<file path="config.mk">
export PLATFORM = sky130hd
export DESIGN_NAME = trigger_sequencer_flat
export DESIGN_NICKNAME = d
export VERILOG_FILES = /design/src/rtl/trigger_sequencer_if.sv /design/src/rtl/trigger_sequencer.sv /design/src/flat_wrapper.sv
export SDC_FILE = /design/constraint.sdc
export NUM_CORES = 1
export LEC_CHECK = 0
export ABC_AREA = 0
export BUFFER_PORTS_ARGS = -buffer_cell sky130_fd_sc_hd__buf_2
export CELL_PAD_IN_SITES_DETAIL_PLACEMENT = 1
export CELL_PAD_IN_SITES_GLOBAL_PLACEMENT = 1
export CORE_MARGIN = 2
export CORE_UTILIZATION = 29
export CTS_BUF_LIST = sky130_fd_sc_hd__clkbuf_4 sky130_fd_sc_hd__clkbuf_8
export DETAILED_ROUTE_END_ITERATION = 6
export GPL_ROUTABILITY_DRIVEN = 0
export PLACE_DENSITY_LB_ADDON = 0.25
export SLEW_MARGIN = 20
export SYNTH_ARGS = -nofsm -noshare
export SYNTH_HDL_FRONTEND = slang
export SYNTH_SLANG_ARGS = --single-unit
</file>
<file path="constraint.sdc">
create_clock -name clk -period 8.56 [get_ports clk]
set_input_delay 1.712 -clock clk [delete_from_list [all_inputs] [get_ports clk]]
set_output_delay 1.712 -clock clk [all_outputs]
set_load 0.01 [all_outputs]
</file>
<file path="src/rtl/trigger_sequencer_if.sv">
// Bundles the trigger sequencer's control, configuration, detector and capture-buffer signals.
// The master side drives requests and probe data; the slave side is the sequencer.
interface trigger_sequencer_if #(
    parameter int DEPTH_W = 6
);
    logic               arm;
    logic               abort;
    logic               cfg_we;
    logic [1:0]         cfg_stage;
    logic [7:0]         cfg_pattern;
    logic [7:0]         cfg_mask;
    logic               cfg_edge;
    logic [1:0]         num_stages;
    logic [DEPTH_W-1:0] post_count;
    logic [7:0]         sample_in;
    logic               det;

    logic [7:0]         pattern;
    logic [7:0]         mask;
    logic               edge_only;
    logic               detect_only;
    logic               wr_en;
    logic [DEPTH_W-1:0] wr_addr;
    logic [7:0]         wr_data;
    logic [DEPTH_W-1:0] trig_addr;
    logic [1:0]         stage_idx;
    logic               busy;
    logic               triggered;
    logic               done;

    modport master (
        output arm, abort, cfg_we, cfg_stage, cfg_pattern, cfg_mask, cfg_edge,
               num_stages, post_count, sample_in, det,
        input  pattern, mask, edge_only, detect_only, wr_en, wr_addr, wr_data,
               trig_addr, stage_idx, busy, triggered, done
    );

    modport slave (
        input  arm, abort, cfg_we, cfg_stage, cfg_pattern, cfg_mask, cfg_edge,
               num_stages, post_count, sample_in, det,
        output pattern, mask, edge_only, detect_only, wr_en, wr_addr, wr_data,
               trig_addr, stage_idx, busy, triggered, done
    );
endinterface

</file>
<file path="src/rtl/trigger_sequencer.sv">
// Multi-stage logic-analyser trigger sequencer: walks a stage table against an external
// pattern detector, streams samples into a circular capture buffer and stops post_count after trigger.
module trigger_sequencer #(
    parameter int DEPTH_W = 6,
    parameter int STAGES  = 4
) (
    input logic clk,
    input logic rst,
    trigger_sequencer_if.slave bus
);
    typedef enum logic [1:0] {IDLE, ARMED, POST, DONE} state_t;

    localparam logic [2:0] STAGES_L = 3'(STAGES);

    state_t             state_q, state_d;
    logic [1:0]         stage_q, stage_d;
    logic [DEPTH_W-1:0] addr_q, addr_d;
    logic [DEPTH_W-1:0] trig_q, trig_d;
    logic [DEPTH_W-1:0] cnt_q, cnt_d;
    logic               trg_q, trg_d;
    logic               skip_q, skip_d;

    logic [7:0]         pat_q [STAGES];
    logic [7:0]         msk_q [STAGES];
    logic               edg_q [STAGES];

    logic               cfg_open;
    logic               tbl_we;
    logic               det_ok;

    assign cfg_open = (state_q == IDLE) || (state_q == DONE);
    assign tbl_we   = bus.cfg_we && cfg_open && ({1'b0, bus.cfg_stage} < STAGES_L);
    // The detector answers one cycle after its configuration changes, so that cycle's det is stale.
    assign det_ok   = bus.det && !skip_q;

    always_comb begin
        state_d = state_q;
        stage_d = stage_q;
        addr_d  = addr_q;
        trig_d  = trig_q;
        cnt_d   = cnt_q;
        trg_d   = trg_q;
        skip_d  = 1'b0;

        case (state_q)
            IDLE, DONE: begin
                if (bus.arm) begin
                    state_d = ARMED;
                    stage_d = 2'd0;
                    addr_d  = '0;
                    trg_d   = 1'b0;
                    skip_d  = 1'b1;
                end
            end
            ARMED: begin
                addr_d = addr_q + 1'b1;
                if (det_ok) begin
                    if (stage_q < bus.num_stages) begin
                        stage_d = stage_q + 2'd1;
                        skip_d  = 1'b1;
                    end else if (stage_q == bus.num_stages) begin
                        trig_d  = addr_q;
                        trg_d   = 1'b1;
                        cnt_d   = bus.post_count;
                        state_d = (bus.post_count == '0) ? DONE : POST;
                    end
                end
            end
            POST: begin
                addr_d = addr_q + 1'b1;
                cnt_d  = cnt_q - 1'b1;
                if (cnt_q <= DEPTH_W'(1)) begin
                    state_d = DONE;
                end
            end
            default: begin
                state_d = IDLE;
            end
        endcase

        // Abort outranks everything, including a simultaneous arm.
        if (bus.abort) begin
            state_d = IDLE;
            stage_d = 2'd0;
            trg_d   = 1'b0;
            skip_d  = 1'b0;
        end
    end

    always_ff @(posedge clk or posedge rst) begin
        if (rst) begin
            state_q <= IDLE;
            stage_q <= 2'd0;
            addr_q  <= '0;
            trig_q  <= '0;
            cnt_q   <= '0;
            trg_q   <= 1'b0;
            skip_q  <= 1'b0;
        end else begin
            state_q <= state_d;
            stage_q <= stage_d;
            addr_q  <= addr_d;
            trig_q  <= trig_d;
            cnt_q   <= cnt_d;
            trg_q   <= trg_d;
            skip_q  <= skip_d;
        end
    end

    always_ff @(posedge clk or posedge rst) begin
        if (rst) begin
            for (int i = 0; i < STAGES; i++) begin
                pat_q[i] <= 8'h00;
                msk_q[i] <= 8'h00;
                edg_q[i] <= 1'b0;
            end
        end else if (tbl_we) begin
            pat_q[bus.cfg_stage] <= bus.cfg_pattern;
            msk_q[bus.cfg_stage] <= bus.cfg_mask;
            edg_q[bus.cfg_stage] <= bus.cfg_edge;
        end
    end

    assign bus.pattern     = pat_q[stage_q];
    assign bus.mask        = msk_q[stage_q];
    assign bus.edge_only   = edg_q[stage_q];
    assign bus.detect_only = cfg_open;
    assign bus.busy        = (state_q == ARMED) || (state_q == POST);
    assign bus.wr_en       = (state_q == ARMED) || (state_q == POST);
    assign bus.wr_addr     = addr_q;
    assign bus.wr_data     = bus.sample_in;
    assign bus.trig_addr   = trig_q;
    assign bus.stage_idx   = stage_q;
    assign bus.triggered   = trg_q;
    assign bus.done        = (state_q == DONE);
endmodule

</file>
<file path="src/flat_wrapper.sv">
// flat-port wrapper written by rule: the top's interface ports become plain ports
module trigger_sequencer_flat 
#(
    parameter int DEPTH_W = 6,
    parameter int STAGES  = 4
)
  (clk, rst, bus_arm, bus_abort, bus_cfg_we, bus_cfg_stage, bus_cfg_pattern, bus_cfg_mask, bus_cfg_edge, bus_num_stages, bus_post_count, bus_sample_in, bus_det, bus_pattern, bus_mask, bus_edge_only, bus_detect_only, bus_wr_en, bus_wr_addr, bus_wr_data, bus_trig_addr, bus_stage_idx, bus_busy, bus_triggered, bus_done);
  trigger_sequencer_if #(.DEPTH_W(DEPTH_W)) bus_i ();
  input logic clk;
  input logic rst;
  input wire logic [$bits(bus_i.arm)-1:0] bus_arm;
  input wire logic [$bits(bus_i.abort)-1:0] bus_abort;
  input wire logic [$bits(bus_i.cfg_we)-1:0] bus_cfg_we;
  input wire logic [$bits(bus_i.cfg_stage)-1:0] bus_cfg_stage;
  input wire logic [$bits(bus_i.cfg_pattern)-1:0] bus_cfg_pattern;
  input wire logic [$bits(bus_i.cfg_mask)-1:0] bus_cfg_mask;
  input wire logic [$bits(bus_i.cfg_edge)-1:0] bus_cfg_edge;
  input wire logic [$bits(bus_i.num_stages)-1:0] bus_num_stages;
  input wire logic [$bits(bus_i.post_count)-1:0] bus_post_count;
  input wire logic [$bits(bus_i.sample_in)-1:0] bus_sample_in;
  input wire logic [$bits(bus_i.det)-1:0] bus_det;
  output wire logic [$bits(bus_i.pattern)-1:0] bus_pattern;
  output wire logic [$bits(bus_i.mask)-1:0] bus_mask;
  output wire logic [$bits(bus_i.edge_only)-1:0] bus_edge_only;
  output wire logic [$bits(bus_i.detect_only)-1:0] bus_detect_only;
  output wire logic [$bits(bus_i.wr_en)-1:0] bus_wr_en;
  output wire logic [$bits(bus_i.wr_addr)-1:0] bus_wr_addr;
  output wire logic [$bits(bus_i.wr_data)-1:0] bus_wr_data;
  output wire logic [$bits(bus_i.trig_addr)-1:0] bus_trig_addr;
  output wire logic [$bits(bus_i.stage_idx)-1:0] bus_stage_idx;
  output wire logic [$bits(bus_i.busy)-1:0] bus_busy;
  output wire logic [$bits(bus_i.triggered)-1:0] bus_triggered;
  output wire logic [$bits(bus_i.done)-1:0] bus_done;
  assign bus_i.arm = bus_arm;
  assign bus_i.abort = bus_abort;
  assign bus_i.cfg_we = bus_cfg_we;
  assign bus_i.cfg_stage = bus_cfg_stage;
  assign bus_i.cfg_pattern = bus_cfg_pattern;
  assign bus_i.cfg_mask = bus_cfg_mask;
  assign bus_i.cfg_edge = bus_cfg_edge;
  assign bus_i.num_stages = bus_num_stages;
  assign bus_i.post_count = bus_post_count;
  assign bus_i.sample_in = bus_sample_in;
  assign bus_i.det = bus_det;
  assign bus_pattern = bus_i.pattern;
  assign bus_mask = bus_i.mask;
  assign bus_edge_only = bus_i.edge_only;
  assign bus_detect_only = bus_i.detect_only;
  assign bus_wr_en = bus_i.wr_en;
  assign bus_wr_addr = bus_i.wr_addr;
  assign bus_wr_data = bus_i.wr_data;
  assign bus_trig_addr = bus_i.trig_addr;
  assign bus_stage_idx = bus_i.stage_idx;
  assign bus_busy = bus_i.busy;
  assign bus_triggered = bus_i.triggered;
  assign bus_done = bus_i.done;
  trigger_sequencer #(.DEPTH_W(DEPTH_W), .STAGES(STAGES)) u_core (.clk(clk), .rst(rst), .bus(bus_i));
endmodule
</file>
# Word-level counts from Yosys, hierarchy flattened
# Cells that the tools add are included.
[word_totals]
ff_bits = 92
output_inout_bits = 44
wordCells = 107
[classes]
add_sub_neg = 3
n_lt_le_gt_ge = 5
n_eq_ne = 14
n_mux = 46
n_bitwise = 3
reduce_logical = 17
[op_table]
columns = ["op", "n"]
rows = [
  ["bitwise mux 32 bit", 2],
  ["two-way mux 8 bit", 5],
  ["binary-select mux 8 bit (select 2 bit)", 2],
  ["two-way mux 6 bit", 4],
  ["case mux 6 bit (2 select lines)", 2],
  ["two-way mux 2 bit", 10],
  ["demux 8 bit (select 2 bit)", 1],
  ["two-way mux 1 bit", 13],
  ["inequality test 3 x 2 -> 1 bit (second input constant)", 4],
  ["AND reduction 4 bit", 3],
  ["AND reduction 5 bit", 2],
  ["adder 6 x 1 -> 6 bit (second input constant)", 1],
  [">= comparator 3 bit (second input constant)", 2],
  ["less-or-equal comparator 6 x 1 -> 1 bit (second input constant)", 1],
  ["zero test 6 bit", 1],
  ["inequality test 3 bit (second input constant)", 2],
  ["inverter 2 -> 3 bit", 2],
  ["case mux 2 bit (3 select lines)", 1],
  ["subtractor 6 x 1 -> 6 bit (second input constant)", 1],
  ["bitwise mux 4 bit", 1],
  ["== test 2 bit (second input constant)", 2],
  ["inequality test 2 x 1 -> 1 bit (second input constant)", 2],
  ["inequality test 2 bit (second input constant)", 2],
  ["case mux 1 bit (2 select lines)", 2],
  ["16 further kinds", 20],
]

# Depth between registers and ports, before layout
# Gate-level depths: netlist of the first run.
[logic_depth]
word_depth = 7
depth_mapped = 8
mapped_depth_nobuf = 6

# Worst setup path before layout of the first run
# Ideal clock, no wire load.
[synth_timing]
path_type = "input-to-output"
from = "input port bus_sample_in[0]"
to = "output port bus_wr_data[0]"
arrival_ns = 1.831
required_ns = 6.848
setup_slack_ns = 5.017
stages = 1
path_buffers = 1
path_cell_list = "buf_4"
[synth_rtl]
columns = ["element", "line_no", "rtl"]
rows = [
  ["start: declaration", "flat_wrapper.sv:20", "input wire logic [$bits(bus_i.sample_in)-1:0] bus_sample_in;"],
  ["end: declaration", "flat_wrapper.sv:28", "output wire logic [$bits(bus_i.wr_data)-1:0] bus_wr_data;"],
]
# No word-level cell between the ends.

# Final worst setup path of the first run
[layout_timing]
from = "register u_core.stage_q[1], in the netlist u_core.bus.stage_idx[1]"
to = "output port bus_pattern[7]"
[layout_via]
elab_chain_cells = 4
[layout_lines]
columns = ["element", "line_no", "rtl"]
rows = [
  ["start: declaration", "trigger_sequencer.sv:16", "logic [1:0] stage_q, stage_d;"],
  ["start signal: assignment", "trigger_sequencer.sv:101", "stage_q <= stage_d;"],
  ["inverter 2 -> 3 bit (implied by the code)", "trigger_sequencer.sv:124", "assign bus.pattern = pat_q[stage_q];"],
  ["binary-select mux 8 bit (select 2 bit)", "trigger_sequencer.sv:124", ""],
  ["two-way mux 8 bit (implied by the code) (2 in series)", "trigger_sequencer.sv:124", ""],
  ["end: declaration", "flat_wrapper.sv:22", "output wire logic [$bits(bus_i.pattern)-1:0] bus_pattern;"],
]
# Every way passes these cells. The select of a mux whose other input is x is not followed.

==> results of run 1 <==
## final timing paths
kind	from	slack, ns	end
max in group asynchronous	rst	6.30	u_core.bus.stage_idx[0]
setup / recovery	u_core.bus.stage_idx[1]	4.67	bus_pattern[7]
hold reg to reg	u_core.pat_q[5]	0.51	u_core.pat_q[5]
setup reg to reg	u_core.state_q[0]	5.92	u_core.pat_q[29]
min in group asynchronous	rst	1.24	u_core.bus.trig_addr[3]
hold / removal	u_core.pat_q[5]	0.51	u_core.pat_q[5]
## per-layer routing
metal	GRT usage [%]	wire length, um	part of all wire [%]
met5	0	13	0.13
met4	2.71	76	0.75
met3	5.03	584	5.7
met2	22.4	5000	49
met1	17.2	4500	44
## power by group through the flow
stage               Clock, mW  Sequential (mW)  Combinational, mW
CTS                     0.324            0.742              0.559
floorplan                   0            0.711              0.423
finish                  0.309            0.742              0.545
global placement            0            0.735              0.539
detailed placement          0            0.752              0.557
global route            0.340            0.770              0.607
## cell type report
class	instances	area, um2
fill	1629	9960
sequential	92	2300
multi-input combinational	189	1910
timing repair buffer	71	367
tap	188	235
clock buffer	9	124
clock inverter	7	83.8
inverter	13	50.0
antenna	1	2.50
## per-stage QoR
step / area (um2) / power [mW] / hold WS [ns] / std cells
finish: 5080 / 1.60 / 0.508 / 570
global route: 5070 / 1.72 / 0.522 / 569
CTS: 5070 / 1.63 / 0.513 / 569
detailed placement: 4860 / 1.31 / 0.489 / 553
global placement: 4860 / 1.27 / 0.482 / 553
floorplan: 4410 / 1.13 / 0.474 / 318
## cells by family (layout without fill, tap and decap cells)
family,after synthesis,after routing
mux,94,94
flops,92,92
simple gates,45,45
compound gates,40,40
buf+inv,37,100
fa+ha+maj,9,9
xor+xnor,1,1
other cells,0,1
## placed cells by master (no fill, tap or decap), types with 3 or more instances in the layout
cell type / count
sky130_fd_sc_hd__dfrtp_1: 92
sky130_fd_sc_hd__mux2_2: 74
sky130_fd_sc_hd__buf_2: 68
sky130_fd_sc_hd__mux4_2: 17
sky130_fd_sc_hd__inv_1: 12
sky130_fd_sc_hd__o21ai_0: 11
sky130_fd_sc_hd__nand2_1: 9
sky130_fd_sc_hd__nor2_1: 9
sky130_fd_sc_hd__ha_1: 9
sky130_fd_sc_hd__clkbuf_8: 9
sky130_fd_sc_hd__a21oi_1: 8
sky130_fd_sc_hd__nand2b_1: 5
sky130_fd_sc_hd__nand3_1: 5
sky130_fd_sc_hd__o31ai_1: 4
sky130_fd_sc_hd__mux2i_1: 3
sky130_fd_sc_hd__o32ai_1: 3
## sequential cells by signal, summed over array words and instances, names as in the netlist
register and flops:
u_core.state_q 2, u_core.bus.wr_addr 6, u_core.edg_q 4, u_core.skip_q 1, u_core.bus.triggered 1, u_core.bus.stage_idx 2, u_core.pat_q 32, u_core.bus.trig_addr 6
u_core.msk_q 32, u_core.cnt_q 6
## worst max-delay path: stages (launching register included)
cell and delay (ns):
sky130_fd_sc_hd__dfrtp_1 1.05, sky130_fd_sc_hd__mux4_2 0.60, sky130_fd_sc_hd__buf_2 0.15
==> out/metrics.cfg, run 1 <==
[status]
status = finished clean

[power_and_ir_drop]
power.density_mw_per_mm2 = 314
seq_power_share_pct = 46.5
netSwitchingPower_uw = 534
cellLeakagePower_nw = 2.21
power.combinational.fraction_pct = 34.1
clockPowerShare_pct = 19.4
peakVddDrop_mv = 0.0941
sw_frac_of_total_pct = 33.5
cell_internal_pwr_mw = 1.06

[routing]
post_drt_wl_per_cell_um = 17.9
drc = 0
drtIter0Drc = 120
drt-vias-per-instance = 4.94
antenna_left = 0
routed-via-count = 2814
drt_pass1_iterations = 4
drt_wl_total_mm = 10.2

[sta]
timing.final.ws_setup_ns = 4.67
period_share_pct = 45.4
worst-slew-pin-transition_ns = 1.05
drv_slew = 0
finalHoldViolations = 0
timing.setup.tns_ns = 0
final-setup-viol-count = 0
slew_headroom_pct = 29.7
rsz0062_at_grt = false
clock.fmax_mhz = 257
layout_min_cycle_time_ns = 3.89
finClkSkew_ns = 0.00537

[synthesis]
async_set_or_reset_flop_fraction_in_the_synthesized_netlist_pct = 100
synth_compound_area_share_pct = 6.52
sequential_fraction_of_the_synthesis_area_pct = 52.2
synth_mux_area_share_pct = 28.3
synth_top_cell_area_share_pct = 52.2
combinational_family_with_the_most_area_after_synthesis = multiplexers
unique_cell_type_count_in_the_yosys_netlist = 43
synth_simple_gate_area_share_pct = 5.82
synth.area.top_cells = sky130_fd_sc_hd__dfrtp_1, sky130_fd_sc_hd__mux2_2, sky130_fd_sc_hd__mux4_2
synthMostInstantiatedCell = sky130_fd_sc_hd__dfrtp_1
synth_enable_flop_cells = 0
total_nets_after_synthesis = 368
post-synth-top-area-cell = sky130_fd_sc_hd__dfrtp_1
post_synth_instance_area_mm2 = 0.00441
ys_dominant_reg_cell = sky130_fd_sc_hd__dfrtp_1
synth_fa_ha_area_share_pct = 2.55
syn_area_per_cell_um2 = 13.9
synth_commonest_cells = sky130_fd_sc_hd__dfrtp_1, sky130_fd_sc_hd__mux2_2, sky130_fd_sc_hd__mux4_2
synthCells = 318
yosys.area_share.xor_xnor_pct = 0.199
synth.ff_latch_count = 92
ys_warn_count = 0

[cts]
clk_root_buffer_cell = sky130_fd_sc_hd__clkbuf_8
clkTransAtPathRegs_ns = 0.09
clock_tree_buffer_depth = 2
cts_num_sinks = 92
cts_htree_levels = 3
clk_latency_ns = 0.37
tritoncts.num_buffers = 9
cts_setup_buffers = 0
cts-hold-fix-buffers = 0
cts_resized = 0
cts_tree = yes

[die]
floorplan.initialDensity_pct = 29.3
fp.dieW_um = 127
floorplan.rows = 45
floorplan.io_pins = 85
design.core.area_mm2 = 0.0150
die_footprint_mm2 = 0.0162
floorplan.die.height_um = 127

[finish]
drive_above_1_share_pct = 48.6
area_added_between_synthesis_and_finish_pct = 15.1
final_core_util_pct = 33.8
final_nets = 426

[place]
dp_hpwl_mm = 6.80
pre_cts_slack_ns = 5.00
io_buffer_count = 68

[worst_hold_path]
hold_critical_path_depth = 1
timing.hold.worst.class = flip-flop to flip-flop

[grt]
grt-ovfl-total = 0
grt_start_max_net_pins = 82
grt_first_pass_wirelength_mm = 16.9
groute.usage.overall_pct = 13.5
antenna_found_initial = 2
via_count_of_the_first_global_routing_pass = 3137

[job]
maxCapViolations = 0

[setup_path]
reg2regPathDepth = 5
worst_setup_path_start_kind = flip-flop
timing.critical_path.arrival_ns = 2.18
crit_path_max_fanout = 22
timing.setup.critical_path_class = flip-flop to output pin
critical_path_required_ns = 6.85
setup.worst_path.end_class = output pin

Note: power is estimated with default switching activity, not from simulation.
==> inputs of run 2 (changes only) <==
- ABC_AREA: 0 -> 1
- clock period: 8.56 -> 3.1 ns (I/O delays scaled with it)
==> run 2 against run 1 <==
Effect of this change:
- global-route usage is 2.0 points higher
- combinational power rose to 3.7 times the previous value
- cell area increased by 1.7%
- non-clock buffer count is 3 higher
- critical path type unchanged
- critical endpoint is now bus_edge_only
- highest routed layer is now met4
==> out/metrics.cfg, run 2 <==
[status]
status = finished clean  ; unchanged

[synthesis]
syn_area_per_cell_um2 = 8.29  ; was 13.9 um2
synth.ff_latch_count = 92  ; unchanged
synth.area.top_cells = sky130_fd_sc_hd__dfrtp_1, sky130_fd_sc_hd__o21ai_0, sky130_fd_sc_hd__nand2_1  ; was sky130_fd_sc_hd__dfrtp_1, sky130_fd_sc_hd__mux2_2, sky130_fd_sc_hd__mux4_2
ys_warn_count = 0  ; unchanged
unique_cell_type_count_in_the_yosys_netlist = 29  ; was 43
synth_commonest_cells = sky130_fd_sc_hd__nand2_1, sky130_fd_sc_hd__o21ai_0, sky130_fd_sc_hd__dfrtp_1  ; was sky130_fd_sc_hd__dfrtp_1, sky130_fd_sc_hd__mux2_2, sky130_fd_sc_hd__mux4_2
synthMostInstantiatedCell = sky130_fd_sc_hd__nand2_1  ; was sky130_fd_sc_hd__dfrtp_1
synth_top_cell_area_share_pct = 51.3  ; was 52.2%
synth_enable_flop_cells = 0  ; unchanged
async_set_or_reset_flop_fraction_in_the_synthesized_netlist_pct = 100  ; unchanged
synthCells = 542  ; was 318
ys_dominant_reg_cell = sky130_fd_sc_hd__dfrtp_1  ; unchanged
post_synth_instance_area_mm2 = 0.00449  ; was 0.00441 mm2
sequential_fraction_of_the_synthesis_area_pct = 51.3  ; was 52.2%
total_nets_after_synthesis = 592  ; was 368
post-synth-top-area-cell = sky130_fd_sc_hd__dfrtp_1  ; unchanged

[routing]
route.met3.wl_um = 466  ; was 584 um
antenna_left = 0  ; unchanged
drt_wl_total_mm = 12.0  ; was 10.2 mm
routed-via-count = 3732  ; was 2814
met1_wl_mm = 5.94  ; was 4.50 mm
met2_layer_wire_length_in_the_routed_design_mm = 5.48  ; was 5.00 mm
drc = 0  ; unchanged
top_routing_layer_used = met4  ; was met5
drt-vias-per-instance = 4.74  ; was 4.94
drt_pass1_iterations = 4  ; unchanged
post_drt_wl_per_cell_um = 15.2  ; was 17.9 um
drtIter0Drc = 209  ; was 120

[place]
post-place-cells = 771  ; was 553
pre_cts_slack_ns = 0.613  ; was 5.00 ns
dp_hpwl_mm = 7.92  ; was 6.80 mm
io_buffer_count = 68  ; unchanged
dp_area_mm2 = 0.00494  ; was 0.00486 mm2

[die]
die_footprint_mm2 = 0.0165  ; was 0.0162 mm2
design.core.area_mm2 = 0.0151  ; was 0.0150 mm2
floorplan.rows = 45  ; unchanged
fp.dieW_um = 128  ; was 127 um
floorplan.initialDensity_pct = 29.7  ; was 29.3%
floorplan.io_pins = 85  ; unchanged
floorplan.die.height_um = 128  ; was 127 um

[grt]
antenna_found_initial = 0  ; was 2
groute.usage.overall_pct = 15.5  ; was 13.5%
via_count_of_the_first_global_routing_pass = 4012  ; was 3137
grt_start_max_net_pins = 93  ; was 82
grt-ovfl-total = 0  ; unchanged
grt_first_pass_wirelength_mm = 20.1  ; was 16.9 mm

[cts]
cts_resized = 0  ; unchanged
cts-hold-fix-buffers = 0  ; unchanged
tritoncts.num_buffers = 9  ; unchanged
clkTransAtPathRegs_ns = 0.09  ; about the same
clk_root_buffer_cell = sky130_fd_sc_hd__clkbuf_8  ; unchanged
cts_htree_levels = 3  ; unchanged
cts_setup_buffers = 0  ; unchanged
clk_latency_ns = 0.36  ; was 0.37 ns
cts_tree = yes  ; unchanged
cts_num_sinks = 92  ; unchanged
clock_tree_buffer_depth = 2  ; unchanged

[finish]
reg_top3 = u_core.msk_q: 32 flops, u_core.pat_q: 32 flops  ; unchanged
stdcell_area_mm2 = 0.00516  ; was 0.00508 mm2
layout.cells.non_filler = 787  ; was 570
area_added_between_synthesis_and_finish_pct = 15.0  ; was 15.1%
drive_above_1_share_pct = 19.2  ; was 48.6%
mostFrequentLayoutCells = sky130_fd_sc_hd__nand2_1, sky130_fd_sc_hd__o21ai_0, sky130_fd_sc_hd__dfrtp_1  ; was sky130_fd_sc_hd__dfrtp_1, sky130_fd_sc_hd__mux2_2, sky130_fd_sc_hd__buf_2
final_nets = 644  ; was 426
commonest_non_fill_non_tap_cell_in_the_layout = sky130_fd_sc_hd__nand2_1  ; was sky130_fd_sc_hd__dfrtp_1
total_inserted_antenna_cells = 0  ; was 1

[worst_hold_path]
timing.hold.worst.class = input port to async pin  ; was flip-flop to flip-flop

[sta]
finClkSkew_ns = 0.00768  ; was 0.00537 ns
final-setup-viol-count = 0  ; unchanged
worst-slew-pin-transition_ns = 0.719  ; was 1.05 ns
timing.setup.tns_ns = 0  ; unchanged
rsz0062_at_grt = false  ; unchanged
period_share_pct = 89.1
holdWs_ns = 0.349  ; was 0.508 ns
finalHoldViolations = 0  ; unchanged
timing.final.ws_setup_ns = 0.339  ; was 4.67 ns
clock.fmax_mhz = 362
slew_headroom_pct = 51.8  ; was 29.7%
drv_slew = 0  ; unchanged
layout_min_cycle_time_ns = 2.76

[power_and_ir_drop]
power.density_mw_per_mm2 = 964  ; was 314 mW/mm2
peakVddDrop_mv = 0.352  ; was 0.0941 mV
cellLeakagePower_nw = 2.54  ; was 2.21 nW

[setup_path]
reg2reg_setup_slack_ns = 0.69  ; was 5.92 ns
setup.worst_path.end_class = output pin  ; unchanged
critical_path_required_ns = 2.48  ; was 6.85 ns
timing.critical_path.arrival_ns = 2.14  ; was 2.18 ns
timing.setup.critical_path_class = flip-flop to output pin  ; unchanged
crit_path_max_fanout = 26  ; was 22
worst_setup_path_start_kind = flip-flop  ; unchanged

[job]
maxCapViolations = 0  ; unchanged

==> run 2: cell type report <==
type	instances	area, um2
Clock buffer	13	160
Clock inverter	3	68.8
Fill cell	1830	9980
Inverter	56	213
Multi-Input combinational cell	361	1790
Sequential cell	92	2300
Tap cell	188	235
Timing Repair Buffer	74	398
==> run 2: through the flow <==
stage               total power, mW  util, %
CTS                            5.07     34.1
detailed placement             4.11     32.6
global placement               4.02     32.6
global route                   5.47     34.1
finish                         4.98     34.1
floorplan                      3.39        -
==> run 2: cell families after synthesis <==
logic type / after synthesis / share of synthesized area, %
compound gates: 149 / 18.3
simple gates: 202 / 18.8
fa+ha+maj: 9 / 2.51
flops: 92 / 51.3
buf+inv: 89 / 8.94
xor+xnor: 1 / 0.195
==> run 2: routing by layer <==
metal	vias to the layer above	global-route usage [%]
met4	0	3.23
met1	1799	20.5
met5	-	0
met2	69	25.9
met3	8	4.03
li1	1856	-
==> run 2: power by group <==
part	switching (mW)	leakage (nW)	internal (mW)
sequential	0.302	1.14	1.72
clock	0.433	0.118	0.508
combinational	1.27	1.28	0.752
==> run 2: worst paths after layout <==
kind | from | endpoint | cells after the start
worst max register to register | u_core.bus.stage_idx[0] | u_core.bus.trig_addr[0] | 6
worst min register to register | u_core.pat_q[12] | u_core.pat_q[12] | 2
worst min-delay path | rst | u_core.cnt_q[2] | 3
max in group asynchronous | rst | u_core.pat_q[4] | 3
min in group clk | u_core.pat_q[12] | u_core.pat_q[12] | 2
worst max-delay path | u_core.bus.stage_idx[0] | bus_edge_only | 5
==> run 2: worst max-delay path, stage by stage (launching register included) <==
cell and delay [ns]:
sky130_fd_sc_hd__dfrtp_1 0.36, sky130_fd_sc_hd__clkinv_1 0.57, sky130_fd_sc_hd__buf_4 0.43, sky130_fd_sc_hd__o21ai_0 0.17
sky130_fd_sc_hd__o22ai_1 0.09, sky130_fd_sc_hd__buf_2 0.15
==> inputs of run 3 (changes only) <==
- CORE_ASPECT_RATIO: not set -> 1.75
==> run 3 against run 2 <==
Effect of this change:
- sequential power hardly changed
- flip-flop and latch count stayed put
- sequential share of layout area is 0.43 points higher
- cell area is 0.94% lower
- clock skew is 0.0032 ns higher
- combinational power hardly changed
- critical endpoint is now bus_pattern[6]
- fmax is 12% higher
- power is 2.6% lower
- worst hold slack worse by 0.011 ns
- largest cell class unchanged
- global-route usage is 0.49 points lower
- clock power is 15% lower
- via count is 0.16% lower
==> out/metrics.cfg, run 3 (synthesized netlist as in run 2, its figures left out) <==
[setup_path]
critPathCapture = bus_pattern[6]  ; was bus_edge_only
setup.worst_path.end_class = output pin  ; unchanged
critical_path.startpoint = u_core.bus.stage_idx[1]  ; was u_core.bus.stage_idx[0]
timing.setup.critical_path_class = flip-flop to output pin  ; unchanged
rr_startpoint = u_core.state_q[0]  ; was u_core.bus.stage_idx[0]
reg2regPathDepth = 7  ; was 6
timing.critical_path.arrival_ns = 1.85  ; was 2.14 ns
critical_path_required_ns = 2.48  ; about the same
cp_cell_sequence = inv_1 > o21ai_0 > o22ai_1 > buf_2  ; was clkinv_1 > buf_4 > o21ai_0 > o22ai_1 > buf_2
reg2reg_to = u_core.msk_q[2]  ; was u_core.bus.trig_addr[0]
critical_path.max_stage_delay_ns = 0.52  ; was 0.57 ns
crit_path_max_fanout = 19  ; was 26
worst_path_max_delay_cell = sky130_fd_sc_hd__inv_1  ; was sky130_fd_sc_hd__clkinv_1
reg2reg_setup_slack_ns = 1.08  ; was 0.69 ns
worst_setup_path_start_kind = flip-flop  ; unchanged

[cts]
clk_root_buffer_cell = sky130_fd_sc_hd__clkbuf_8  ; unchanged
cts_resized = 0  ; unchanged
cts_tree = yes  ; unchanged
clock_tree_buffer_depth = 2  ; unchanged
clkTransAtPathRegs_ns = 0.10  ; was 0.09 ns
cts-hold-fix-buffers = 0  ; unchanged
cts_htree_levels = 3  ; unchanged
clk_latency_ns = 0.37  ; was 0.36 ns
tritoncts.num_buffers = 9  ; unchanged
cts_setup_buffers = 0  ; unchanged
cts_num_sinks = 92  ; unchanged

[die]
floorplan.rows = 60  ; was 45
floorplan.die.height_um = 169  ; was 128 um
floorplan.io_pins = 85  ; unchanged
fp.dieW_um = 98.1  ; was 128 um
design.core.area_mm2 = 0.0152  ; was 0.0151 mm2
floorplan.initialDensity_pct = 29.5  ; was 29.7%
die_footprint_mm2 = 0.0165  ; about the same

[finish]
total_inserted_antenna_cells = 0  ; unchanged
mostFrequentLayoutCells = sky130_fd_sc_hd__nand2_1, sky130_fd_sc_hd__o21ai_0, sky130_fd_sc_hd__dfrtp_1  ; unchanged
drive_above_1_share_pct = 19.1  ; was 19.2%
layout.cells.non_filler = 784  ; was 787
final_core_util_pct = 33.6  ; was 34.1%
layout.filler_cells = 1851  ; was 1830
final_nets = 643  ; was 644
reg_top3 = u_core.msk_q: 32 flops, u_core.pat_q: 32 flops  ; unchanged
stdcell_area_mm2 = 0.00512  ; was 0.00516 mm2
area_added_between_synthesis_and_finish_pct = 13.9  ; was 15.0%
commonest_non_fill_non_tap_cell_in_the_layout = sky130_fd_sc_hd__nand2_1  ; unchanged

[status]
status = finished clean  ; unchanged

[place]
dp_hpwl_mm = 8.37  ; was 7.92 mm
post-place-cells = 768  ; was 771
pre_cts_slack_ns = 0.990  ; was 0.613 ns
io_buffer_count = 68  ; unchanged
dp_area_mm2 = 0.00493  ; was 0.00494 mm2

[sta]
timing.setup.tns_ns = 0  ; unchanged
slew_headroom_pct = 50.2  ; was 51.8%
period_share_pct = 79.6  ; was 89.1%
worst-slew-pin-transition_ns = 0.747  ; was 0.719 ns
rsz0062_at_grt = false  ; unchanged
drv_slew = 0  ; unchanged
clock.fmax_mhz = 405  ; was 362 MHz
holdWs_ns = 0.338  ; was 0.349 ns
final-setup-viol-count = 0  ; unchanged
layout_min_cycle_time_ns = 2.47  ; was 2.76 ns
timing.final.ws_setup_ns = 0.633  ; was 0.339 ns
finalHoldViolations = 0  ; unchanged
finClkSkew_ns = 0.0108  ; was 0.00768 ns

[routing]
drt-vias-per-instance = 4.75  ; was 4.74
drtIter0Drc = 123  ; was 209
post_drt_wl_per_cell_um = 15.4  ; was 15.2 um
drc = 0  ; unchanged
drt_pass1_iterations = 6  ; was 4
routed-via-count = 3726  ; was 3732
drt_wl_total_mm = 12.0  ; about the same
antenna_left = 0  ; unchanged

[grt]
grt_first_pass_wirelength_mm = 20.2  ; was 20.1 mm
grt_start_max_net_pins = 54  ; was 93
grt-ovfl-total = 0  ; unchanged
antenna_found_initial = 0  ; unchanged
groute.usage.overall_pct = 15.0  ; was 15.5%
via_count_of_the_first_global_routing_pass = 4054  ; was 4012

[power_and_ir_drop]
total_power_mw = 4.85  ; was 4.98 mW
cellLeakagePower_nw = 2.51  ; was 2.54 nW
peakVddDrop_mv = 0.410  ; was 0.352 mV
power.density_mw_per_mm2 = 947  ; was 964 mW/mm2

[worst_hold_path]
timing.hold.worst.class = input port to async pin  ; unchanged

[job]
maxCapViolations = 0  ; unchanged

-- run 3: cell types whose count changed in the layout (fill, tap and decap cells not counted), sizes merged --
cell and delta:
buf -1, bufinv -2, clkbuf -2, clkinv +2, clkinvlp +1, inv +1
-- run 3: routing by layer --
layer / vias up / global-route usage [%] / routed length (um)
met5: - / 0 / 0
li1: 1847 / - / -
met3: 14 / 2.44 / 317
met1: 1815 / 18.3 / 5230
met4: 0 / 4.89 / 210
met2: 50 / 26.9 / 6290
-- run 3: worst max-delay path, delay by kind of cell, from the launching register on --
kind / cells / cell delay [ns]
AOI/OAI and AO/OA: 2 / 0.41
buffers and inverters: 2 / 0.70
DFF: 1 / 0.39
-- run 3: worst min path at each step --
stage	start	endpoint	slack, ns	cells past startpoint
final	rst	u_core.msk_q[23]	0.34	2
after global routing	rst	u_core.msk_q[23]	0.36	2
after global placement	u_core.edg_q[1]	u_core.edg_q[1]	0.46	2
after floorplan	u_core.edg_q[1]	u_core.edg_q[1]	0.45	2
after detailed placement	u_core.pat_q[16]	u_core.pat_q[16]	0.47	2
after CTS	rst	u_core.msk_q[23]	0.35	2
-- run 3: power by group --
group	total [mW]	switching [mW]	internal, mW	leakage (nW)
Sequential	2.02	0.310	1.72	1.14
Combinational	2.02	1.27	0.751	1.28
Clock	0.800	0.466	0.335	0.0955
Total	4.85	2.05	2.80	2.51
-- run 3: final cells by class --
class / count / area (um2) / share of cell area [%]
clock buffer: 11 / 145 / 2.84
clock inverter: 5 / 45.0 / 0.880
inverter: 56 / 213 / 4.16
multi-input combinational: 361 / 1790 / 34.9
sequential: 92 / 2300 / 45.0
tap: 186 / 233 / 4.55
timing repair buffer: 73 / 390 / 7.63
